<file path="src/rtl/multicycle_controller.sv">
`default_nettype none
// ============================================================================
// Module      : multicycle_controller
// Description : Main control FSM of the multicycle MIPS core. Sequences the
//               shared datapath through fetch/decode/execute/memory/writeback
//               and stalls on the memory-ready handshake.
//               Optional bne support is built when BNE_SUPPORT_EN is defined.
// Revision    : 1.0 - initial release
// ============================================================================
module multicycle_controller #(
  parameter int STATE_W = 4
) (
  input  logic               clk,
  input  logic               reset,
  input  logic [5:0]         op,
  input  logic [5:0]         funct,
  input  logic               zero,
  input  logic               mem_ready,
  output logic               pc_en,
  output logic               iord,
  output logic               mem_write,
  output logic               ir_write,
  output logic               reg_dst,
  output logic               mem_to_reg,
  output logic               reg_write,
  output logic               alu_src_a,
  output logic [1:0]         alu_src_b,
  output logic [2:0]         alu_control,
  output logic [1:0]         pc_src,
  output logic               illegal,
  output logic [STATE_W-1:0] state
);

  localparam logic [5:0] OP_RTYPE = 6'b000000;
  localparam logic [5:0] OP_LW    = 6'b100011;
  localparam logic [5:0] OP_SW    = 6'b101011;
  localparam logic [5:0] OP_BEQ   = 6'b000100;
  localparam logic [5:0] OP_ADDI  = 6'b001000;
  localparam logic [5:0] OP_J     = 6'b000010;
`ifdef BNE_SUPPORT_EN
  localparam logic [5:0] OP_BNE   = 6'b000101;
`endif

  localparam logic [5:0] FN_ADD = 6'b100000;
  localparam logic [5:0] FN_SUB = 6'b100010;
  localparam logic [5:0] FN_AND = 6'b100100;
  localparam logic [5:0] FN_OR  = 6'b100101;
  localparam logic [5:0] FN_SLT = 6'b101010;

  localparam logic [2:0] ALU_ADD = 3'b010;
  localparam logic [2:0] ALU_SUB = 3'b110;
  localparam logic [2:0] ALU_AND = 3'b000;
  localparam logic [2:0] ALU_OR  = 3'b001;
  localparam logic [2:0] ALU_SLT = 3'b111;

  typedef enum logic [STATE_W-1:0] {
    FETCH    = STATE_W'(0),
    DECODE   = STATE_W'(1),
    MEMADR   = STATE_W'(2),
    MEMRD    = STATE_W'(3),
    MEMWB    = STATE_W'(4),
    MEMWR    = STATE_W'(5),
    RTYPE_EX = STATE_W'(6),
    RTYPE_WB = STATE_W'(7),
    BEQ_EX   = STATE_W'(8),
    ADDI_EX  = STATE_W'(9),
    ADDI_WB  = STATE_W'(10),
    JUMP_EX  = STATE_W'(11),
    TRAP     = STATE_W'(12)
`ifdef BNE_SUPPORT_EN
    , BNE_EX = STATE_W'(13)
`endif
  } state_t;

  state_t state_q, state_d;

  logic       fetch_q,      fetch_d;
  logic       jump_q,       jump_d;
  logic       branch_q,     branch_d;
  logic       iord_q,       iord_d;
  logic       mem_write_q,  mem_write_d;
  logic       reg_dst_q,    reg_dst_d;
  logic       mem_to_reg_q, mem_to_reg_d;
  logic       reg_write_q,  reg_write_d;
  logic       alu_src_a_q,  alu_src_a_d;
  logic [1:0] alu_src_b_q,  alu_src_b_d;
  logic [2:0] alu_ctrl_q,   alu_ctrl_d;
  logic [1:0] pc_src_q,     pc_src_d;
  logic       rtype_ex_q,   rtype_ex_d;
  logic       illegal_q,    illegal_d;
`ifdef BNE_SUPPORT_EN
  logic       branch_ne_q,  branch_ne_d;
`endif

  function automatic logic funct_supported(input logic [5:0] f);
    return (f == FN_ADD) || (f == FN_SUB) || (f == FN_AND) ||
           (f == FN_OR)  || (f == FN_SLT);
  endfunction

  function automatic logic [2:0] funct_alu(input logic [5:0] f);
    case (f)
      FN_ADD:  return ALU_ADD;
      FN_SUB:  return ALU_SUB;
      FN_AND:  return ALU_AND;
      FN_OR:   return ALU_OR;
      FN_SLT:  return ALU_SLT;
      default: return ALU_ADD;
    endcase
  endfunction

  always_comb begin
    state_d = state_q;
    case (state_q)
      FETCH:    if (mem_ready) state_d = DECODE;
      DECODE: begin
        case (op)
          OP_LW, OP_SW: state_d = MEMADR;
          OP_RTYPE:     state_d = funct_supported(funct) ? RTYPE_EX : TRAP;
          OP_BEQ:       state_d = BEQ_EX;
          OP_ADDI:      state_d = ADDI_EX;
          OP_J:         state_d = JUMP_EX;
`ifdef BNE_SUPPORT_EN
          OP_BNE:       state_d = BNE_EX;
`endif
          default:      state_d = TRAP;
        endcase
      end
      MEMADR:   state_d = (op == OP_LW) ? MEMRD : MEMWR;
      MEMRD:    if (mem_ready) state_d = MEMWB;
      MEMWB:    state_d = FETCH;
      MEMWR:    if (mem_ready) state_d = FETCH;
      RTYPE_EX: state_d = RTYPE_WB;
      RTYPE_WB: state_d = FETCH;
      BEQ_EX:   state_d = FETCH;
      ADDI_EX:  state_d = ADDI_WB;
      ADDI_WB:  state_d = FETCH;
      JUMP_EX:  state_d = FETCH;
      TRAP:     state_d = TRAP;
`ifdef BNE_SUPPORT_EN
      BNE_EX:   state_d = FETCH;
`endif
      default:  state_d = FETCH;
    endcase
  end

  // Moore outputs are decoded from the next state so they come out of flops.
  always_comb begin
    fetch_d      = 1'b0;
    jump_d       = 1'b0;
    branch_d     = 1'b0;
    iord_d       = 1'b0;
    mem_write_d  = 1'b0;
    reg_dst_d    = 1'b0;
    mem_to_reg_d = 1'b0;
    reg_write_d  = 1'b0;
    alu_src_a_d  = 1'b0;
    alu_src_b_d  = 2'b00;
    alu_ctrl_d   = ALU_ADD;
    pc_src_d     = 2'b00;
    rtype_ex_d   = 1'b0;
`ifdef BNE_SUPPORT_EN
    branch_ne_d  = 1'b0;
`endif
    case (state_d)
      FETCH: begin
        fetch_d     = 1'b1;
        alu_src_b_d = 2'b01;
      end
      DECODE:   alu_src_b_d = 2'b11;
      MEMADR: begin
        alu_src_a_d = 1'b1;
        alu_src_b_d = 2'b10;
      end
      MEMRD:    iord_d = 1'b1;
      MEMWB: begin
        mem_to_reg_d = 1'b1;
        reg_write_d  = 1'b1;
      end
      MEMWR: begin
        iord_d      = 1'b1;
        mem_write_d = 1'b1;
      end
      RTYPE_EX: begin
        alu_src_a_d = 1'b1;
        rtype_ex_d  = 1'b1;
      end
      RTYPE_WB: begin
        reg_dst_d   = 1'b1;
        reg_write_d = 1'b1;
      end
      BEQ_EX: begin
        alu_src_a_d = 1'b1;
        alu_ctrl_d  = ALU_SUB;
        pc_src_d    = 2'b01;
        branch_d    = 1'b1;
      end
      ADDI_EX: begin
        alu_src_a_d = 1'b1;
        alu_src_b_d = 2'b10;
      end
      ADDI_WB:  reg_write_d = 1'b1;
      JUMP_EX: begin
        pc_src_d = 2'b10;
        jump_d   = 1'b1;
      end
      TRAP: ;
`ifdef BNE_SUPPORT_EN
      BNE_EX: begin
        alu_src_a_d = 1'b1;
        alu_ctrl_d  = ALU_SUB;
        pc_src_d    = 2'b01;
        branch_ne_d = 1'b1;
      end
`endif
      default:  alu_ctrl_d = 3'b000;
    endcase
    illegal_d = illegal_q | (state_d == TRAP);
  end

  always_ff @(posedge clk) begin
    if (reset) begin
      state_q      <= FETCH;
      illegal_q    <= 1'b0;
      fetch_q      <= 1'b1;
      jump_q       <= 1'b0;
      branch_q     <= 1'b0;
      iord_q       <= 1'b0;
      mem_write_q  <= 1'b0;
      reg_dst_q    <= 1'b0;
      mem_to_reg_q <= 1'b0;
      reg_write_q  <= 1'b0;
      alu_src_a_q  <= 1'b0;
      alu_src_b_q  <= 2'b01;
      alu_ctrl_q   <= ALU_ADD;
      pc_src_q     <= 2'b00;
      rtype_ex_q   <= 1'b0;
`ifdef BNE_SUPPORT_EN
      branch_ne_q  <= 1'b0;
`endif
    end else begin
      state_q      <= state_d;
      illegal_q    <= illegal_d;
      fetch_q      <= fetch_d;
      jump_q       <= jump_d;
      branch_q     <= branch_d;
      iord_q       <= iord_d;
      mem_write_q  <= mem_write_d;
      reg_dst_q    <= reg_dst_d;
      mem_to_reg_q <= mem_to_reg_d;
      reg_write_q  <= reg_write_d;
      alu_src_a_q  <= alu_src_a_d;
      alu_src_b_q  <= alu_src_b_d;
      alu_ctrl_q   <= alu_ctrl_d;
      pc_src_q     <= pc_src_d;
      rtype_ex_q   <= rtype_ex_d;
`ifdef BNE_SUPPORT_EN
      branch_ne_q  <= branch_ne_d;
`endif
    end
  end

  logic pc_write;
  logic take_branch;

  assign pc_write = (fetch_q & mem_ready) | jump_q;
`ifdef BNE_SUPPORT_EN
  assign take_branch = (branch_q & zero) | (branch_ne_q & ~zero);
`else
  assign take_branch = branch_q & zero;
`endif

  // An asserted reset suppresses every write strobe of the abandoned instruction.
  assign pc_en       = ~reset & (pc_write | take_branch);
  assign ir_write    = ~reset & fetch_q & mem_ready;
  assign mem_write   = ~reset & mem_write_q;
  assign reg_write   = ~reset & reg_write_q;
  assign iord        = iord_q;
  assign reg_dst     = reg_dst_q;
  assign mem_to_reg  = mem_to_reg_q;
  assign alu_src_a   = alu_src_a_q;
  assign alu_src_b   = alu_src_b_q;
  assign alu_control = rtype_ex_q ? funct_alu(funct) : alu_ctrl_q;
  assign pc_src      = pc_src_q;
  assign illegal     = illegal_q;
  assign state       = state_q;

endmodule
`default_nettype wire

</file>
<file path="config.mk">
export PLATFORM = sky130hd
export DESIGN_NAME = multicycle_controller
export DESIGN_NICKNAME = d
export VERILOG_FILES = /design/src/rtl/multicycle_controller.sv
export SDC_FILE = /design/constraint.sdc
export NUM_CORES = 1
export LEC_CHECK = 0
export CAP_MARGIN = 40
export CORE_UTILIZATION = 49
export CTS_CLUSTER_DIAMETER = 80
export DETAILED_ROUTE_END_ITERATION = 10
export MAX_ROUTING_LAYER = met4
export PLACE_DENSITY = 0.88
export SLEW_MARGIN = 15
export SYNTH_ARGS = -nofsm -noshare
export SYNTH_HDL_FRONTEND = slang
export SYNTH_SLANG_ARGS = --single-unit
</file>
<file path="constraint.sdc">
create_clock -name clk -period 4.8 [get_ports clk]
set_input_delay 1.2 -clock clk [delete_from_list [all_inputs] [get_ports clk]]
set_output_delay 1.2 -clock clk [all_outputs]
set_load 0.01 [all_outputs]
</file>
==> impl_metrics.prom <==
# TYPE chip_impl_metric gauge
chip_impl_info{name="run_status",value="complete, no violations"} 1
chip_impl_info{name="min_delay_path_class",value="flip-flop to flip-flop"} 1
chip_impl_metric{name="power.switching_fraction",unit="%"} 28.08
chip_impl_metric{name="global_route_wire_length_before_repair",unit="mm"} 4.864
chip_impl_metric{name="arrival",unit="ns"} 2.78
chip_impl_metric{name="drv_slew",unit=""} 0
chip_impl_metric{name="yosysSeqAreaShare",unit="%"} 32.32
chip_impl_metric{name="worst_reg_to_reg_path_cell_count",unit=""} 5
chip_impl_metric{name="cp_slowest_stage_delay",unit="ns"} 0.55
chip_impl_metric{name="switching_power_of_the_nets",unit="uW"} 97.23
chip_impl_info{name="rsz0062_at_grt",value="no"} 1
chip_impl_metric{name="critPathRequiredTime",unit="ns"} 3.60
chip_impl_info{name="worst_path_most_repeated_cell",value="sky130_fd_sc_hd__clkdlybuf4s50_1"} 1
chip_impl_metric{name="grt_pass1_vias",unit=""} 1083
chip_impl_metric{name="grt_use_total",unit="%"} 26.44
chip_impl_metric{name="drt_first_iter_violations",unit=""} 26
chip_impl_metric{name="postSynthAreaPerCell",unit="um^2"} 8.848
chip_impl_metric{name="num_rows",unit=""} 16
chip_impl_metric{name="post-synth-top-area-fraction",unit="%"} 32.32
chip_impl_metric{name="cts-resized-gates",unit=""} 0
chip_impl_info{name="rr_endpoint",value="reg_write_q"} 1
chip_impl_metric{name="cts-root-to-sink-buffers",unit=""} 2
chip_impl_metric{name="synth_edf_count",unit=""} 0
chip_impl_metric{name="total_inserted_antenna_cells",unit=""} 0
chip_impl_metric{name="power_frac_clock",unit="%"} 26.5
chip_impl_info{name="regToRegStartpoint",value="state[0]"} 1
chip_impl_metric{name="cp.buffers_inverters",unit=""} 2
chip_impl_metric{name="detail_route.wirelength",unit="mm"} 2.992
chip_impl_metric{name="timing.hold.ws",unit="ns"} 0.4977
chip_impl_metric{name="synth_area",unit="um^2"} 1115
chip_impl_info{name="tritoncts_clock_tree",value="built"} 1
chip_impl_metric{name="cts.sink_count",unit=""} 18
chip_impl_info{name="critPathLaunchType",value="input pin"} 1
chip_impl_metric{name="grt_start_max_net_pins",unit=""} 14
chip_impl_metric{name="synth.ff_latch_count",unit=""} 18
chip_impl_metric{name="power_report.internal_total",unit="uW"} 249.1
chip_impl_metric{name="dp.final_hpwl",unit="mm"} 2.266
chip_impl_metric{name="cell_count_of_the_worst_hold_path",unit=""} 1
chip_impl_metric{name="period_minus_slack",unit="ns"} 3.976
chip_impl_metric{name="floorplan.initialDensity",unit="%"} 54.60
chip_impl_info{name="cells_traversed_along_the_worst_timing_path",value="clkdlybuf4s50_1, nor3b_1, nand3_1, o21ai_0, clkdlybuf4s50_1"} 1
chip_impl_metric{name="final_net_count",unit=""} 178
chip_impl_metric{name="maxClockFrequency",unit="GHz"} 0.2515
chip_impl_info{name="synthTopCellsByArea",value="sky130_fd_sc_hd__dfxtp_1 32%, sky130_fd_sc_hd__nor2_1 5.7%, sky130_fd_sc_hd__nor2b_1 3.4%, sky130_fd_sc_hd__a21oi_1 2.7%, sky130_fd_sc_hd__inv_1 2.4%"} 1
chip_impl_info{name="min_from",value="illegal"} 1
chip_impl_metric{name="clock_latency",unit="ns"} 0.29
chip_impl_metric{name="cts_post_setup_buffers_inserted",unit=""} 0
chip_impl_metric{name="numCtsBuffers",unit=""} 3
chip_impl_metric{name="cap_violations",unit=""} 0
chip_impl_metric{name="synthCells",unit=""} 126
chip_impl_metric{name="final-setup-viol-count",unit=""} 0
chip_impl_metric{name="max-slew-margin-rel",unit="%"} 60.86
chip_impl_metric{name="finalHoldViolCount",unit=""} 0
chip_impl_info{name="worstSetupEndpointType",value="output port"} 1
chip_impl_info{name="post_synth_most_frequent_cells",value="18 x sky130_fd_sc_hd__dfxtp_1, 17 x sky130_fd_sc_hd__nor2_1, 7 x sky130_fd_sc_hd__inv_1"} 1
chip_impl_metric{name="drcViolationCount",unit=""} 0
chip_impl_metric{name="power_density",unit="nW/um^2"} 229.7
chip_impl_metric{name="via_count",unit=""} 1121
chip_impl_metric{name="post-route-period-util",unit="%"} 82.84
chip_impl_metric{name="yosys.cell_types.count",unit=""} 55
chip_impl_metric{name="largest_register_ffs",unit=""} 4
chip_impl_metric{name="reg2reg_setup_slack",unit="ns"} 2.86
chip_impl_metric{name="setup-tns-final",unit="ns"} 0
chip_impl_metric{name="ir_drop",unit="mV"} 0.2243
chip_impl_metric{name="via_per_inst",unit=""} 5.963
chip_impl_metric{name="dieHeight",unit="um"} 49.70
chip_impl_metric{name="leakagePower",unit="uW"} 0.0005679
chip_impl_metric{name="gr-total-overflow",unit=""} 0
chip_impl_info{name="synth-main-ff-cell",value="sky130_fd_sc_hd__dfxtp_1"} 1
chip_impl_metric{name="yosysWarningCount",unit=""} 0
chip_impl_metric{name="cts_hold_repair.buffers",unit=""} 0
chip_impl_metric{name="share_comb_of_total_power",unit="%"} 26.1
chip_impl_metric{name="pin_count",unit=""} 36
chip_impl_metric{name="postSynthNetCount",unit=""} 142
chip_impl_metric{name="synthToLayoutAreaGrowth",unit="%"} 35.24
chip_impl_info{name="netlist.top_cell.by_area",value="sky130_fd_sc_hd__dfxtp_1"} 1
chip_impl_metric{name="worst_clock_skew",unit="ns"} 0.004436
chip_impl_metric{name="drt-pass1-iter-count",unit=""} 4
chip_impl_metric{name="cts_htree_levels",unit=""} 1
chip_impl_metric{name="final_core_util",unit="%"} 73.84
chip_impl_info{name="critical_path_class",value="input pin to output port"} 1
chip_impl_metric{name="power",unit="uW"} 346.3
chip_impl_metric{name="floorplan.die.width",unit="um"} 49.70
chip_impl_metric{name="drtAntennaViolNets",unit=""} 0
chip_impl_metric{name="pwr-share-seq",unit="%"} 47.3
chip_impl_metric{name="io_buffer_count",unit=""} 35
chip_impl_metric{name="dieArea",unit="um^2"} 2470
chip_impl_metric{name="tightest_slew",unit="ns"} 0.5795
chip_impl_info{name="synthMostInstantiatedCell",value="sky130_fd_sc_hd__dfxtp_1"} 1
chip_impl_info{name="critical_path.top_delay_family",value="buffers and inverters"} 1
chip_impl_metric{name="antenna_found_initial",unit=""} 0
chip_impl_metric{name="crit_fanout",unit=""} 3
chip_impl_metric{name="cts.reportedPaths.clkPinSlew",unit="ns"} 0.10
chip_impl_info{name="clock-root-buffer",value="sky130_fd_sc_hd__clkbuf_4"} 1
chip_impl_metric{name="ys_async_sr_fraction",unit="%"} 0
chip_impl_metric{name="core_area",unit="um^2"} 2042
chip_impl_info{name="hold_path_end",value="illegal"} 1
chip_impl_info{name="critPathSlowestCell",value="sky130_fd_sc_hd__clkdlybuf4s50_1"} 1
chip_impl_metric{name="post_drt_wl_per_cell",unit="um"} 15.91
chip_impl_metric{name="post_route_cells_drive_above_1_share",unit="%"} 14.91
chip_impl_metric{name="gpl.final_weighted_congestion",unit=""} 0.8230
-- layout make-up --
type | count | area [um^2]
Sequential cell | 18 | 360.3
Clock buffer | 4 | 36.28
Tap cell | 27 | 33.78
Timing Repair Buffer | 36 | 357.8
Inverter | 8 | 30.03
Multi-Input combinational cell | 95 | 689.4
Fill cell | 163 | 534.3
-- worst reg2reg max path: stages, from the launching register on --
cell	delay, ns
sky130_fd_sc_hd__dfxtp_1	0.51
sky130_fd_sc_hd__or4b_4	0.55
sky130_fd_sc_hd__nor4b_4	0.37
sky130_fd_sc_hd__a21oi_2	0.14
sky130_fd_sc_hd__a2bb2oi_2	0.15
sky130_fd_sc_hd__a22oi_1	0.09
-- how the worst max path moves through the flow --
stage | from | depth (start not counted) | to
2_1_floorplan | funct[0] | 3 | alu_control[0]
3_3_place_gp | funct[1] | 5 | alu_control[2]
3_5_place_dp | funct[1] | 5 | alu_control[2]
4_1_cts | funct[1] | 5 | alu_control[2]
5_1_grt | funct[1] | 5 | alu_control[0]
6_report | funct[1] | 5 | alu_control[2]
-- power by group through the flow --
| stage | Sequential, uW | Clock (uW) | Combinational [uW] |
|---|---|---|---|
| 6_report | 164 | 91.9 | 90.5 |
| 2_1_floorplan | 167 | 0 | 47.7 |
| 3_3_place_gp | 166 | 0 | 85.8 |
| 5_1_grt | 165 | 103 | 97.0 |
| 4_1_cts | 164 | 93.9 | 89.9 |
| 3_5_place_dp | 167 | 0 | 88.6 |
-- placed cells by master, fill, tap and decap left out, types with 3 or more instances in the layout --
master	Yosys	routed
sky130_fd_sc_hd__clkdlybuf4s50_1	0	35
sky130_fd_sc_hd__dfxtp_1	18	18
sky130_fd_sc_hd__nor2_1	17	17
sky130_fd_sc_hd__inv_1	7	7
sky130_fd_sc_hd__nor2b_1	6	6
sky130_fd_sc_hd__a21oi_1	6	6
sky130_fd_sc_hd__nand2_1	4	4
sky130_fd_sc_hd__nor3b_1	3	3
sky130_fd_sc_hd__and3_1	3	3
sky130_fd_sc_hd__nand3_1	3	3
sky130_fd_sc_hd__nor3_1	3	3
sky130_fd_sc_hd__clkbuf_4	0	3
-- cell families (layout without fill, tap and decap cells) --
kind of cell | Yosys count | after routing | synth area share (%)
AO/OA/AOI/OAI | 40 | 40 | 30.87
other | 1 | 1 | 0.3364
flip-flops | 18 | 18 | 32.32
buffers and inverters | 13 | 48 | 5.835
XOR/XNOR | 1 | 1 | 0.7858
multiplexers | 1 | 1 | 1.010
AND/OR/NAND/NOR | 52 | 52 | 28.84
-- stage by stage --
| stage | instance area, um^2 | setup slack [ns] | cells |
|---|---|---|---|
| detailed placement | 1471 | 0.8182 | 184 |
| CTS | 1508 | 0.8138 | 188 |
| global placement | 1471 | 0.9495 | 184 |
| global route | 1508 | 0.6935 | 188 |
| finish | 1508 | 0.8239 | 188 |
| floorplan | 1115 | 1.933 | 126 |
-- routing by layer --
layer / share of wire [%] / routed length [um] / up-vias / track usage [%]
li1: - / - / 539 / -
met1: 41 / 1228 / 519 / 29.38
met2: 50 / 1506 / 53 / 46.85
met3: 5.8 / 174 / 10 / 4.630
met4: 2.7 / 82 / 0 / 9.524
met5: 0 / 0 / - / -
No activity file was read; power rests on OpenSTA's default activity.
==> RTL change 1 (same flow settings) <==
Change the parameter `STATE_W` from 4 to 6.
--- a/src/rtl/multicycle_controller.sv
+++ b/src/rtl/multicycle_controller.sv
@@ -8,7 +8,7 @@
 // Revision    : 1.0 - initial release
 // ============================================================================
 module multicycle_controller #(
-  parameter int STATE_W = 4
+  parameter int STATE_W = 6
 ) (
   input  logic               clk,
   input  logic               reset,
Ports: changed (resized state); port bits go from 36 to 38. No check against the original RTL was run, so the function may have changed too.
==> RTL change 1 against the original RTL <==
- power is 10% lower
- sequential cell count rose by 3
- design area increased by 4.6%
- wire length shrank 0.97%
- area after synthesis rose by 8.4%
- first-iteration DRC count shrank 7.7%
- worst setup slack worse by 0.12 ns
==> RTL change 1: results (changes against the original RTL) <==
Place
  – Post-DP HPWL: 2190 µm (-3.2%)
  – GPL Wtd Cong: 0.888 (+7.9%)
  – Pre-CTS setup slack: 0.720 ns (-0.0978 ns)
  – Buffers on Ports: 37 (+5.7%)

Worst setup path
  – R2r endpoint: branch_q
  – Worst path arrival time: 2.90 ns (+0.12 ns)
  – Crit-path max FO: 10 (+7)
  – CP startpoint: reset
  – Reg-to-reg critical path startpoint: state[3]
  – Setup slack, reg-to-reg: 2.68 ns (-0.18 ns)
  – Max incr delay on CP: 0.67 ns (+0.12 ns)

Cells and area
  – NumNets Final: 188 (+5.6%)
  – Layout cells sized above 1: 7.60% (-7.3 points)
  – Number of flip-flops in the largest register: 6 (+2)
  – Fillcell total: 203 (+25%)

Run status
  – Run status: finished, final reports clean

Drt
  – Initial DRC count: 24 (-7.7%)
  – Post-Route WL: 2960 µm (-0.97%)
  – Total number of vias: 1176 (+4.9%)

Logic synthesis
  – Ys flop type: dfxtp_1
  – Register area share after synthesis: 34.8% (+2.5 points)
  – Dominant cells by area after synthesis: dfxtp_1 35%, nor2_1 4.3%, buf_6 3.7%
  – Netlist cell types: 52 (-5.5%)
  – Synth warn: 0 (unchanged)

Pwr
  – Leak pwr: 0.000542 µW (-4.5%)
  – Worst vdd ir: 0.238 mV (+6.3%)

Min path
  – Hold Path Sink: illegal

Global route
  – Global-route wire length before repair: 4680 µm (-3.8%)
  – Via count of the first global-routing pass: 1046 (-3.4%)
  – Gr usage total: 24.4% (-2.0 points)

STA
  – Actual slew at the worst max-slew pin: 0.611 ns (+0.0314 ns)
  – Worst Skew: 0.00725 ns (+0.00281 ns)
## RTL change 1: cell type report
| type | instances | area (µm²) | area share [%] |
|---|---|---|---|
| flip-flops and latches | 21 | 420 | 26.6 |
| clock inverters | 1 | 5.00 | 0.317 |
| clock buffers | 3 | 22.5 | 1.43 |
| multi-input cells | 106 | 713 | 45.2 |
| well taps | 28 | 35.0 | 2.22 |
| inverters | 3 | 11.3 | 0.714 |
| repair buffers | 37 | 370 | 23.5 |
## RTL change 1: worst max-delay path by stage
| stage | to | cells past startpoint | slack [ns] |
|---|---|---|---|
| 2_1_floorplan | pc_en | 4 | 1.77 |
| 3_3_place_gp | pc_en | 5 | 0.74 |
| 3_5_place_dp | pc_en | 5 | 0.72 |
| 4_1_cts | pc_en | 5 | 0.71 |
| 5_1_grt | pc_en | 5 | 0.62 |
| 6_report | pc_en | 5 | 0.70 |
## RTL change 1: per-layer routing
| metal | track usage (%) | vias to the layer above | wire length [µm] | share of wire [%] |
|---|---|---|---|---|
| met5 | - | - | 0 | 0 |
| met4 | 9.01 | 0 | 74 | 2.5 |
| met3 | 3.51 | 11 | 145 | 4.9 |
| met2 | 41.8 | 40 | 1450 | 49 |
| met1 | 29.1 | 545 | 1290 | 44 |
| li1 | - | 580 | - | - |
## RTL change 1: worst register-to-register path, stage by stage (launching register included)
cell	delay, ns
dfxtp_1	0.59
and2b_1	0.28
nor4b_1	0.15
a32oi_1	0.41
nand3_1	0.24
nor4_1	0.36
## RTL change 1: where the power goes
| part | switching, µW | leakage (µW) | internal, µW |
|---|---|---|---|
| Combinational | 23.4 | 0.000354 | 26.3 |
| Clock | 50.9 | 0.0000177 | 31.1 |
| Sequential | 2.37 | 0.000171 | 177 |
| Total | 76.7 | 0.000542 | 234 |
## RTL change 1: per-stage QoR
stage / hold slack [ns] / utilization (%) / instance area, µm² / cells
floorplan: 0.509 / - / 1210 / 138
global placement: 0.465 / 68.1 / 1550 / 195
detailed placement: 0.479 / 68.1 / 1550 / 195
CTS: 0.512 / 69.3 / 1580 / 199
global route: 0.528 / 69.3 / 1580 / 199
finish: 0.505 / 69.3 / 1580 / 199
## RTL change 1: cell families after synthesis
family	synth area share (%)
AOI/OAI and AO/OA	19.6
and+or+nand+nor	35.4
muxes	0.828
buffers and inverters	6.52
adders and majority gates	0.828
other	0.621
xor gates and xnor gates	1.45
DFF	34.8
==> RTL change 2 (config.mk and constraints unchanged) <==
Made on the original files. Reset style: asynchronous (`reset`), changed in one clocked block.
--- a/src/rtl/multicycle_controller.sv
+++ b/src/rtl/multicycle_controller.sv
@@ -217,7 +217,7 @@
     illegal_d = illegal_q | (state_d == TRAP);
   end
 
-  always_ff @(posedge clk) begin
+  always_ff @(posedge clk or posedge reset) begin
     if (reset) begin
       state_q      <= FETCH;
       illegal_q    <= 1'b0;
Function: differs if reset is asserted again (counterexample within 4 cycles, from zero or initial values and one cycle with reset high); with reset held inactive, the same outputs for 10 cycles.
==> RTL change 2 against the original RTL <==
- worst hold slack lost 0.013 ns
- sequential cell count is the same
- worst setup slack gained 0.067 ns
- via count shrank 15%
- design area shrank 4.1%
- count of clock-buffer cells in the layout is the same
- synthesized cell count shrank 9.5%
- wire length shrank 28%
- register-to-register slack lost 0.17 ns
- clock skew grew 0.0011 ns
- area after synthesis shrank 2.7%
- sequential share of layout area grew 7.5 points
Power is not compared: it rests on default switching activity, and its combinational part moved more than twofold at a synthesized area within 25%.
==> RTL change 2: results (changes against the original RTL) <==
Run status
  – Run status: finished, final reports clean

Drt
  – Total number of vias: 958 (-15%)
  – Top Metal Used: met4
  – DR WL met3: 146 µm (-16%)
  – Met1 Routed Length: 947 µm (-23%)
  – Initial DRC count: 13 (-50%)
  – Post-Route WL: 2160 µm (-28%)
  – Metal2 WL: 1060 µm (-30%)

Logic synthesis
  – Netlist cell types: 42 (-24%)
  – Register area share after synthesis: 41.9% (+9.5 points)
  – Share of flip-flops with an asynchronous set or reset: 100% (+100 points)
  – Dominant cells by area after synthesis: dfrtp_1 35%, dfstp_2 7.3%, nor2_1 4.2%
  – Syn nets: 130 (-8.5%)
  – Syn Area/Cell: 9.52 µm² (+7.5%)
  – Synth cell count leaders: 15 x dfrtp_1, 12 x nor2_1, 7 x inv_1, 7 x nand2_1, 7 x nor3_1

Global route
  – GR met1 Demand/Resource: 23.1% (-6.3 points)
  – Global-route wire length before repair: 3760 µm (-23%)
  – Via count of the first global-routing pass: 903 (-17%)
  – Grt met2 use: 37.3% (-9.6 points)
  – Largest net degree at the start of global routing: 19 (+5)
  – Met3 Resource Use GR: 6.23% (+1.6 points)
  – Gr usage total: 20.9% (-5.5 points)

Clock tree
  – Clock insertion delay at the later pin of the skew report: 0.29 ns (about the same)

Place
  – GPL Wtd Cong: 0.855 (+3.9%)
  – Pre-CTS setup slack: 0.893 ns (+0.0748 ns)
  – Post-DP HPWL: 1710 µm (-24%)
  – Inst Count DP: 171 (-7.1%)

Cells and area
  – Layout cells sized above 1: 14.9% (-0.042 points)
  – Final Cell Area: 1450 µm² (-4.1%)
  – Fillcell total: 160 (-1.8%)

STA
  – Worst Skew: 0.00552 ns (+0.00108 ns)
  – Actual slew at the worst max-slew pin: 0.523 ns (-0.0569 ns)

Worst setup path
  – Max incr delay on CP: 0.56 ns

Pwr
  – Worst vdd ir: 0.457 mV
RTL change 2: cell families after synthesis:
kind of cell | synth area share (%)
AO/OA/AOI/OAI | 14.1
flip-flops | 41.9
multiplexers | 1.85
other | 0.346
XOR/XNOR | 0.808
buffers and inverters | 8.65
AND/OR/NAND/NOR | 32.4
RTL change 2: area by class of cell:
cell class	count	share of cell area (%)
Multi-Input combinational cell	83	37.1
Sequential cell	18	31.4
Timing Repair Buffer	36	24.8
Clock buffer	4	2.51
Tap cell	27	2.34
Inverter	7	1.82
RTL change 2: path summary, 6_finish.rpt:
check,from,end,slack (ns),cells after the start
hold / removal,illegal,illegal,0.48,1
max in group asynchronous,reset,alu_ctrl_q[1],3.19,3
hold reg to reg,illegal,illegal,0.48,1
setup reg to reg,state[1],alu_src_a,2.69,6
setup / recovery,funct[1],alu_control[2],0.89,5
min in group asynchronous,reset,mem_write_q,1.35,3
